`config.mk`:
```
export PLATFORM = sky130hd
export DESIGN_NAME = rf_write_arbiter_flat
export DESIGN_NICKNAME = d
export VERILOG_FILES = /design/src/rtl/rf_write_arbiter_if.sv /design/src/rtl/rf_write_arbiter.sv /design/src/flat_wrapper.sv
export SDC_FILE = /design/constraint.sdc
export NUM_CORES = 1
export LEC_CHECK = 0
export CORE_UTILIZATION = 36
export CTS_CLUSTER_DIAMETER = 200
export DETAILED_ROUTE_END_ITERATION = 10
export HOLD_SLACK_MARGIN = 0.05
export MAX_ROUTING_LAYER = met4
export PLACE_DENSITY = 0.8
export SLEW_MARGIN = 20
export SYNTH_ARGS = -nofsm -noshare
export SYNTH_HDL_FRONTEND = slang
export SYNTH_SLANG_ARGS = --single-unit
```
`constraint.sdc`:
```
create_clock -name clk -period 1.5 [get_ports clk]
set_input_delay 0.3 -clock clk [delete_from_list [all_inputs] [get_ports clk]]
set_output_delay 0.3 -clock clk [all_outputs]
set_load 0.02 [all_outputs]
```
`src/rtl/rf_write_arbiter_if.sv`:
```
// Register-file write-port bundle shared by the pipeline writeback stage, the MDU and the arbiter.
// master = request sources / port consumer side, slave = the arbiter.
interface rf_write_arbiter_if;
  logic        wb_v;
  logic [4:0]  wb_addr;
  logic [31:0] wb_data;
  logic        wb_stall;
  logic        md_v;
  logic [4:0]  md_addr;
  logic [31:0] md_data;
  logic        md_r;
  logic        rf_we;
  logic [4:0]  rf_addr;
  logic [31:0] rf_data;

  modport master (
    output wb_v, wb_addr, wb_data, md_v, md_addr, md_data,
    input  wb_stall, md_r, rf_we, rf_addr, rf_data
  );

  modport slave (
    input  wb_v, wb_addr, wb_data, md_v, md_addr, md_data,
    output wb_stall, md_r, rf_we, rf_addr, rf_data
  );
endinterface

```
`src/rtl/rf_write_arbiter.sv`:
```
// Arbitrates the single register-file write port between pipeline writeback and the MDU.
// Optional bounded-wait MDU starvation guard enabled by defining ARB_STARVE_GUARD_EN.
module rf_write_arbiter #(
  parameter int unsigned MAX_WAIT = 4,
  parameter int unsigned WAIT_W   = 3
) (
  input  logic               clk,
  input  logic               rst_n,
  rf_write_arbiter_if.slave  bus
);
  typedef enum logic [1:0] {IDLE = 2'd0, WB = 2'd1, MD = 2'd2} state_t;

  state_t      state_r;
  logic        grant_wb_s;
  logic        grant_md_s;
  logic        force_md_s;
  logic [4:0]  gnt_addr_s;
  logic [31:0] gnt_data_s;

`ifdef ARB_STARVE_GUARD_EN
  localparam logic [WAIT_W-1:0] MAX_WAIT_C = WAIT_W'(MAX_WAIT);
  logic [WAIT_W-1:0] wait_cnt_r;

  // Force an MDU grant once it has been refused MAX_WAIT consecutive cycles.
  always_comb begin
    force_md_s = (wait_cnt_r == MAX_WAIT_C);
  end

  // Saturating count of consecutive refused MDU cycles.
  always_ff @(posedge clk) begin
    if (!rst_n) begin
      wait_cnt_r <= {WAIT_W{1'b0}};
    end else if (bus.md_v && !grant_md_s) begin
      if (wait_cnt_r < MAX_WAIT_C) begin
        wait_cnt_r <= wait_cnt_r + {{(WAIT_W-1){1'b0}}, 1'b1};
      end else begin
        wait_cnt_r <= MAX_WAIT_C;
      end
    end else begin
      wait_cnt_r <= {WAIT_W{1'b0}};
    end
  end
`else
  // Fixed priority: writeback always wins a tie.
  always_comb begin
    force_md_s = 1'b0;
  end
`endif

  // Grant decision; nothing is granted while reset is held.
  always_comb begin
    grant_wb_s = 1'b0;
    grant_md_s = 1'b0;
    if (!rst_n) begin
      grant_wb_s = 1'b0;
      grant_md_s = 1'b0;
    end else if (bus.wb_v && !(bus.md_v && force_md_s)) begin
      grant_wb_s = 1'b1;
    end else if (bus.md_v) begin
      grant_md_s = 1'b1;
    end else begin
      grant_wb_s = 1'b0;
      grant_md_s = 1'b0;
    end
  end

  // Select the granted source's write address and data.
  always_comb begin
    gnt_addr_s = bus.wb_addr;
    gnt_data_s = bus.wb_data;
    if (grant_md_s) begin
      gnt_addr_s = bus.md_addr;
      gnt_data_s = bus.md_data;
    end else begin
      gnt_addr_s = bus.wb_addr;
      gnt_data_s = bus.wb_data;
    end
  end

  // Same-cycle handshake back to the sources.
  always_comb begin
    bus.md_r = grant_md_s;
`ifdef ARB_STARVE_GUARD_EN
    bus.wb_stall = bus.wb_v & grant_md_s;
`else
    bus.wb_stall = 1'b0;
`endif
  end

  // Registered write port and last-grant state; x0 writes are consumed but not enabled.
  always_ff @(posedge clk) begin
    if (!rst_n) begin
      bus.rf_we   <= 1'b0;
      bus.rf_addr <= 5'd0;
      bus.rf_data <= 32'd0;
      state_r     <= IDLE;
    end else begin
      bus.rf_we <= (grant_wb_s | grant_md_s) & (gnt_addr_s != 5'd0);
      if (grant_wb_s | grant_md_s) begin
        bus.rf_addr <= gnt_addr_s;
        bus.rf_data <= gnt_data_s;
      end else begin
        bus.rf_addr <= bus.rf_addr;
        bus.rf_data <= bus.rf_data;
      end
      case ({grant_md_s, grant_wb_s})
        2'b01:   state_r <= WB;
        2'b10:   state_r <= MD;
        default: state_r <= IDLE;
      endcase
    end
  end
endmodule

```
`src/flat_wrapper.sv`:
```
// flat-port wrapper written by rule: the top's interface ports become plain ports
module rf_write_arbiter_flat 
#(
  parameter int unsigned MAX_WAIT = 4,
  parameter int unsigned WAIT_W   = 3
)
  (clk, rst_n, bus_wb_v, bus_wb_addr, bus_wb_data, bus_md_v, bus_md_addr, bus_md_data, bus_wb_stall, bus_md_r, bus_rf_we, bus_rf_addr, bus_rf_data);
  rf_write_arbiter_if bus_i ();
  input  logic clk;
  input  logic rst_n;
  input wire logic [$bits(bus_i.wb_v)-1:0] bus_wb_v;
  input wire logic [$bits(bus_i.wb_addr)-1:0] bus_wb_addr;
  input wire logic [$bits(bus_i.wb_data)-1:0] bus_wb_data;
  input wire logic [$bits(bus_i.md_v)-1:0] bus_md_v;
  input wire logic [$bits(bus_i.md_addr)-1:0] bus_md_addr;
  input wire logic [$bits(bus_i.md_data)-1:0] bus_md_data;
  output wire logic [$bits(bus_i.wb_stall)-1:0] bus_wb_stall;
  output wire logic [$bits(bus_i.md_r)-1:0] bus_md_r;
  output wire logic [$bits(bus_i.rf_we)-1:0] bus_rf_we;
  output wire logic [$bits(bus_i.rf_addr)-1:0] bus_rf_addr;
  output wire logic [$bits(bus_i.rf_data)-1:0] bus_rf_data;
  assign bus_i.wb_v = bus_wb_v;
  assign bus_i.wb_addr = bus_wb_addr;
  assign bus_i.wb_data = bus_wb_data;
  assign bus_i.md_v = bus_md_v;
  assign bus_i.md_addr = bus_md_addr;
  assign bus_i.md_data = bus_md_data;
  assign bus_wb_stall = bus_i.wb_stall;
  assign bus_md_r = bus_i.md_r;
  assign bus_rf_we = bus_i.rf_we;
  assign bus_rf_addr = bus_i.rf_addr;
  assign bus_rf_data = bus_i.rf_data;
  rf_write_arbiter #(.MAX_WAIT(MAX_WAIT), .WAIT_W(WAIT_W)) u_core (.clk(clk), .rst_n(rst_n), .bus(bus_i));
endmodule
```
==> impl_metrics.json, run 1 <==
{
  "p_switching_mw": 0.6423,
  "grt_overflow": 0,
  "root_buffer": "clkbuf_8",
  "hold_depth": 4,
  "cts_resized": 42,
  "reg2reg_from": "u_core.bus.rf_data[12]",
  "drt_iter0_drc": 67,
  "die_w_um": 73.46,
  "finalPower_mw": 2.442,
  "synth_top_area_cell": "dfxtp_1",
  "swShare": 0.2630,
  "ff2ff_setup_slack_ns": 0.68,
  "synth_common_cells": "dfxtp_1, nand2_1, and2_1, mux2i_1, o21ai_1",
  "fin_hold_ws_ns": 0.4067,
  "hold_path_end": "u_core.bus.rf_we",
  "synth_edf_count": 0,
  "drive_gt1_frac": 0.04361,
  "grt_first_pass_wirelength_um": 7514,
  "final_nets": 398,
  "min_path_type": "input pin to flip-flop",
  "cts_sinks": 38,
  "yosysTopAreaCellShare": 0.4139,
  "r2r_cells": 3,
  "synth_flop_cell": "dfxtp_1",
  "final-setup-viol-count": 0,
  "p_per_area_nw_per_um2": 801.6,
  "finalHoldViolCount": 0,
  "fin_cells": 388,
  "die_y_um": 73.46,
  "num_antenna_cells": 0,
  "syn_nets": 288,
  "min_period_ns": 1.436,
  "clk_pin_slew_ns": 0.07,
  "hold_start": "bus_md_v",
  "vias": 1774,
  "syn_avg_cell_area_um2": 8.752,
  "num_rows": 25,
  "totalWireLength_um": 4816,
  "start_util": 0.3816,
  "cellInternalPower_mw": 1.800,
  "ys_ff_latch": 38,
  "final_antenna_net_count": 0,
  "worst_pin_slew_ns": 0.6667,
  "maxSlewHeadroom": 0.5555,
  "drv_slew": 0,
  "run_status": "finished clean",
  "place.gp.congestion": 0.7032,
  "cp-end-kind": "primary output",
  "vias_per_cell": 4.572,
  "async_flop_share": 0,
  "coreArea_um2": 4817,
  "ys_seq_area_frac": 0.4139,
  "postCtsSetupRepairBufs": 0,
  "skew_ns": 0,
  "ir_drop_uv": 400.1,
  "leakage_nw": 1.426,
  "htreeDepth": 2,
  "grt_max_degree": 76,
  "cts_max_path_buffers": 2,
  "start_kind": "input pin",
  "place.port_buffers": 116,
  "dp_cells": 380,
  "rsz0062_at_grt": "no",
  "crit_fanout": 2,
  "cts_hold_repair.buffers": 0,
  "p_clk_frac": 0.291,
  "grt_antenna_before_repair": 0,
  "post-route-drc-count": 0,
  "pwr-share-seq": 0.453,
  "io_pins": 118,
  "synth_area_leaders": "dfxtp_1, mux2i_1, and2_1",
  "fin_tns_setup_ns": 0,
  "dp_hpwl_um": 3394,
  "timing.final.crit_share": 0.9574,
  "cp.arrival_ns": 1.14,
  "cts_tree": "done",
  "cp.required_ns": 1.20,
  "maxCapViolations": 0,
  "cts_buffers": 5,
  "ys_types": 15,
  "combPwrFrac": 0.256,
  "die-area_um2": 5396,
  "r2r_end": "u_core.bus.rf_data[12]",
  "fmax_mhz": 696.4,
  "area_growth_pct": 65.76,
  "wl_per_cell_um": 12.41,
  "criticalPathCategory": "input pin to primary output",
  "grt_pass1_vias": 1606,
  "final_util": 0.6325,
  "dr.pass1.iters": 4,
  "clock_latency_ns": 0.29,
  "track_usage": 0.1859,
  "postSynthCellCount": 210,
  "syn_area_um2": 1838,
  "yosys_warnings": 0
}
## flip-flops by register name, summed over array words and instances, names as in the netlist
register and count:
u_core.bus.rf_we 1, u_core.bus.rf_addr 5, u_core.bus.rf_data 32
## layout make-up
type	count	area, um2
clock inverter	1	5.005
sequential	38	760.7
clock buffer	7	86.33
fill	477	1770
timing repair buffer	120	1141
multi-input combinational	155	969.7
tap	67	83.83
## per-stage QoR
stage / cell area [um2] / setup slack (ns)
CTS: 3047 / 0.04978
global placement: 3008 / -0.3893
floorplan: 1838 / 0.3269
detailed placement: 3008 / -0.3957
finish: 3047 / 0.06394
global route: 3047 / 0.03253
## cells in the final DEF, fill, tap and decap left out, types with 2 or more instances in the layout
cell	netlist	final
o21ai_1	29	29
o21ai_0	9	9
mux2i_1	37	37
nand2_1	38	38
clkdlybuf4s50_1	0	75
dlygate4sd2_1	0	38
or4_1	2	2
clkbuf_8	0	6
buf_2	5	3
dfxtp_1	38	38
buf_4	2	3
and2_1	37	37
## critical path, cell delays in order
cell and delay [ns]:
clkdlybuf4s50_1 0.48, and3b_1 0.19, buf_2 0.17
## how the worst max path moves through the flow
stage | slack (ns) | from | to
6_report | 0.06 | rst_n | bus_md_r
3_3_place_gp | -0.39 | rst_n | bus_md_r
2_1_floorplan | 0.33 | bus_md_v | bus_md_r
5_1_grt | 0.03 | rst_n | bus_md_r
3_5_place_dp | -0.40 | rst_n | bus_md_r
4_1_cts | 0.05 | rst_n | bus_md_r
## cell families after synthesis
| group | count (synthesis) | share of synthesized area |
|---|---|---|
| mux | 37 | 0.2015 |
| buf+inv | 17 | 0.05854 |
| simple gates | 78 | 0.2165 |
| compound gates | 39 | 0.1076 |
| flops | 38 | 0.4139 |
| other cells | 1 | 0.002040 |
## power by group through the flow
stage	clock network, mW	logic, mW	registers [mW]
floorplan	0	0.229	1.21
global route	0.780	0.681	1.11
CTS	0.733	0.632	1.11
finish	0.711	0.624	1.11
global placement	0	0.667	1.13
detailed placement	0	0.677	1.13
## layer usage
layer  part of all wire  global-route usage  vias up  routed length, um
li1                   -                   -      916                  -
met1               0.43              0.2178      783               2085
met2               0.47              0.3058       67               2262
met3              0.087             0.05761        8                420
met4             0.0096             0.05342        0                 46
met5                  0                   -        -                  0
Note: power is estimated with default switching activity, not from simulation.
==> run 2, diff against run 1 <==
--- a/config.mk
+++ b/config.mk
@@ -5,12 +5,13 @@
 export SDC_FILE = /design/constraint.sdc
 export NUM_CORES = 1
 export LEC_CHECK = 0
-export CORE_UTILIZATION = 36
+export CORE_UTILIZATION = 30
 export CTS_CLUSTER_DIAMETER = 200
 export DETAILED_ROUTE_END_ITERATION = 10
 export HOLD_SLACK_MARGIN = 0.05
 export MAX_ROUTING_LAYER = met4
-export PLACE_DENSITY = 0.8
+export PLACE_DENSITY = 0.68
+export RECOVER_POWER = 50
 export SLEW_MARGIN = 20
 export SYNTH_ARGS = -nofsm -noshare
 export SYNTH_HDL_FRONTEND = slang
==> impl_metrics.json, run 2 (synthesized netlist as in run 1, its figures left out) <==
{
  "run_status": "finished clean",
  "final_util": 0.5184,
  "path_buf_inv": 2,
  "criticalPathCategory": "input pin to primary output",
  "area_growth_pct": 66.98,
  "vias": 1741,
  "top_layer": "met4",
  "dr.pass1.iters": 4,
  "r2r_end": "u_core.bus.rf_data[24]",
  "drive_gt1_frac": 0.04658,
  "grt_antenna_before_repair": 0,
  "reg_top3": "u_core.bus.rf_data x32, u_core.bus.rf_addr x5, u_core.bus.rf_we x1",
  "path_delay_family": "buffers and inverters",
  "die_y_um": 80.28,
  "track_usage": 0.1511,
  "dp_hpwl_um": 3400,
  "vias_per_cell": 4.385,
  "p_per_area_nw_per_um2": 820.5,
  "hold_depth": 4,
  "cp.arrival_ns": 1.16,
  "final_cell_mix": "clkdlybuf4s50_1, nand2_1, dlygate4sd2_1, dfxtp_1, mux2i_1",
  "place.port_buffers": 116,
  "grt_max_degree": 76,
  "maxCapViolations": 0,
  "final.fill_count": 610,
  "root_buffer": "clkbuf_8",
  "layout_commonest_cell": "clkdlybuf4s50_1",
  "reg2reg_from": "u_core.bus.rf_data[24]",
  "grt_overflow": 0,
  "totalWireLength_um": 4800,
  "clk_pin_slew_ns": 0.07,
  "clock_latency_ns": 0.28,
  "post-route-drc-count": 0,
  "start_kind": "input pin",
  "largest_register_ffs": 32,
  "coreArea_um2": 5921,
  "start_util": 0.3104,
  "wl_per_cell_um": 12.09,
  "min_period_ns": 1.463,
  "met1Wirelength_um": 2100,
  "num_antenna_cells": 0,
  "min_path_type": "input pin to flip-flop",
  "cts_sinks": 38,
  "ir_drop_uv": 485.4,
  "regMostFlops": "u_core.bus.rf_data",
  "cp-end-kind": "primary output",
  "worst_pin_slew_ns": 0.6730,
  "crit_fanout": 2,
  "cts_tree": "done",
  "drv_slew": 0,
  "finalHoldViolCount": 0,
  "die_w_um": 80.28,
  "seqCellArea_um2": 760.7,
  "die-area_um2": 6444,
  "hold_path_end": "u_core.bus.rf_we",
  "htreeDepth": 2,
  "wl_met2_um": 2249,
  "finalPower_mw": 2.518,
  "final-setup-viol-count": 0,
  "final_nets": 399,
  "final_antenna_net_count": 0,
  "multi_input_area_um2": 969.7,
  "drt_iter0_drc": 60,
  "leakage_nw": 1.426,
  "path_cells": "clkdlybuf4s50_1, and3b_1, buf_2",
  "cp.required_ns": 1.20,
  "postCtsSetupRepairBufs": 0,
  "ff2ff_setup_slack_ns": 0.69,
  "cts_max_path_buffers": 2,
  "fmax_mhz": 683.7,
  "num_rows": 28,
  "io_pins": 118,
  "rsz0062_at_grt": "no",
  "r2r_cells": 3,
  "hold_start": "bus_md_v",
  "cp_slowest_cell": "clkdlybuf4s50_1",
  "timing.final.crit_share": 0.9751,
  "maxSlewHeadroom": 0.5513,
  "route.met3.wl_um": 410,
  "critical_path.max_stage_delay_ns": 0.47,
  "place.gp.congestion": 0.6727,
  "grt_first_pass_wirelength_um": 7286,
  "skew_ns": 0,
  "grt_pass1_vias": 1598,
  "cts_buffers": 5
}
==> run 2: cell type report <==
| type | count | share of cell area |
|---|---|---|
| well taps | 75 | 0.03057 |
| flip-flops and latches | 38 | 0.2479 |
| repair buffers | 121 | 0.3698 |
| multi-input cells | 155 | 0.3159 |
| clock buffers | 8 | 0.03587 |
==> run 2: layer usage <==
| layer | vias up | GRT usage |
|---|---|---|
| met4 | 0 | 0.04821 |
| li1 | 923 | - |
| met2 | 62 | 0.2487 |
| met3 | 5 | 0.04659 |
| met1 | 751 | 0.1754 |
| met5 | - | - |
==> run 2: repair_timing <==
item / in CTS / in global routing
endpoints found under the setup margin: 39 / 0
gates resized for setup: 42 / 0
hold buffers: 0 / 0
==> run 2: how the worst max path moves through the flow <==
stage,from,endpoint,slack [ns],depth (start not counted)
detailed placement,rst_n,bus_md_r,-0.41,3
global placement,rst_n,bus_md_r,-0.41,3
floorplan,bus_md_v,bus_md_r,0.33,3
finish,rst_n,bus_md_r,0.04,3
CTS,rst_n,bus_md_r,0.03,3
global route,rst_n,bus_md_r,0.008,3
==> run 2: where the power goes <==
| group | leakage (nW) | total [mW] | switching (mW) | internal (mW) |
|---|---|---|---|---|
| Clock | 0.0575 | 0.805 | 0.341 | 0.464 |
| Combinational | 1.05 | 0.608 | 0.263 | 0.345 |
| Sequential | 0.315 | 1.10 | 0.0287 | 1.08 |
| Total | 1.43 | 2.52 | 0.633 | 1.89 |
==> run 2: stage by stage <==
step	hold WS, ns	instances	instance area, um2	setup WS (ns)	setup TNS [ns]
2_1_floorplan	0.4169	210	1838	0.3269	0
3_3_place_gp	0.6076	389	3013	-0.4136	-0.5336
3_5_place_dp	0.6232	389	3013	-0.4094	-0.5446
4_1_cts	0.4472	397	3070	0.02772	0
5_1_grt	0.4454	397	3069	0.008269	0
6_report	0.4527	397	3069	0.03730	0
==> run 2: worst register-to-register path, cell delays in order (launching register included) <==
cell,delay [ns]
dfxtp_1,0.31
mux2i_1,0.12
o21ai_0,0.08
and2_1,0.19
==> run 3, diff against run 2 <==
--- a/config.mk
+++ b/config.mk
@@ -6,7 +6,6 @@
 export NUM_CORES = 1
 export LEC_CHECK = 0
 export CORE_UTILIZATION = 30
-export CTS_CLUSTER_DIAMETER = 200
 export DETAILED_ROUTE_END_ITERATION = 10
 export HOLD_SLACK_MARGIN = 0.05
 export MAX_ROUTING_LAYER = met4
==> results of run 3 <==
No change in the layout: final DEF, timing and power equal those of run 2.
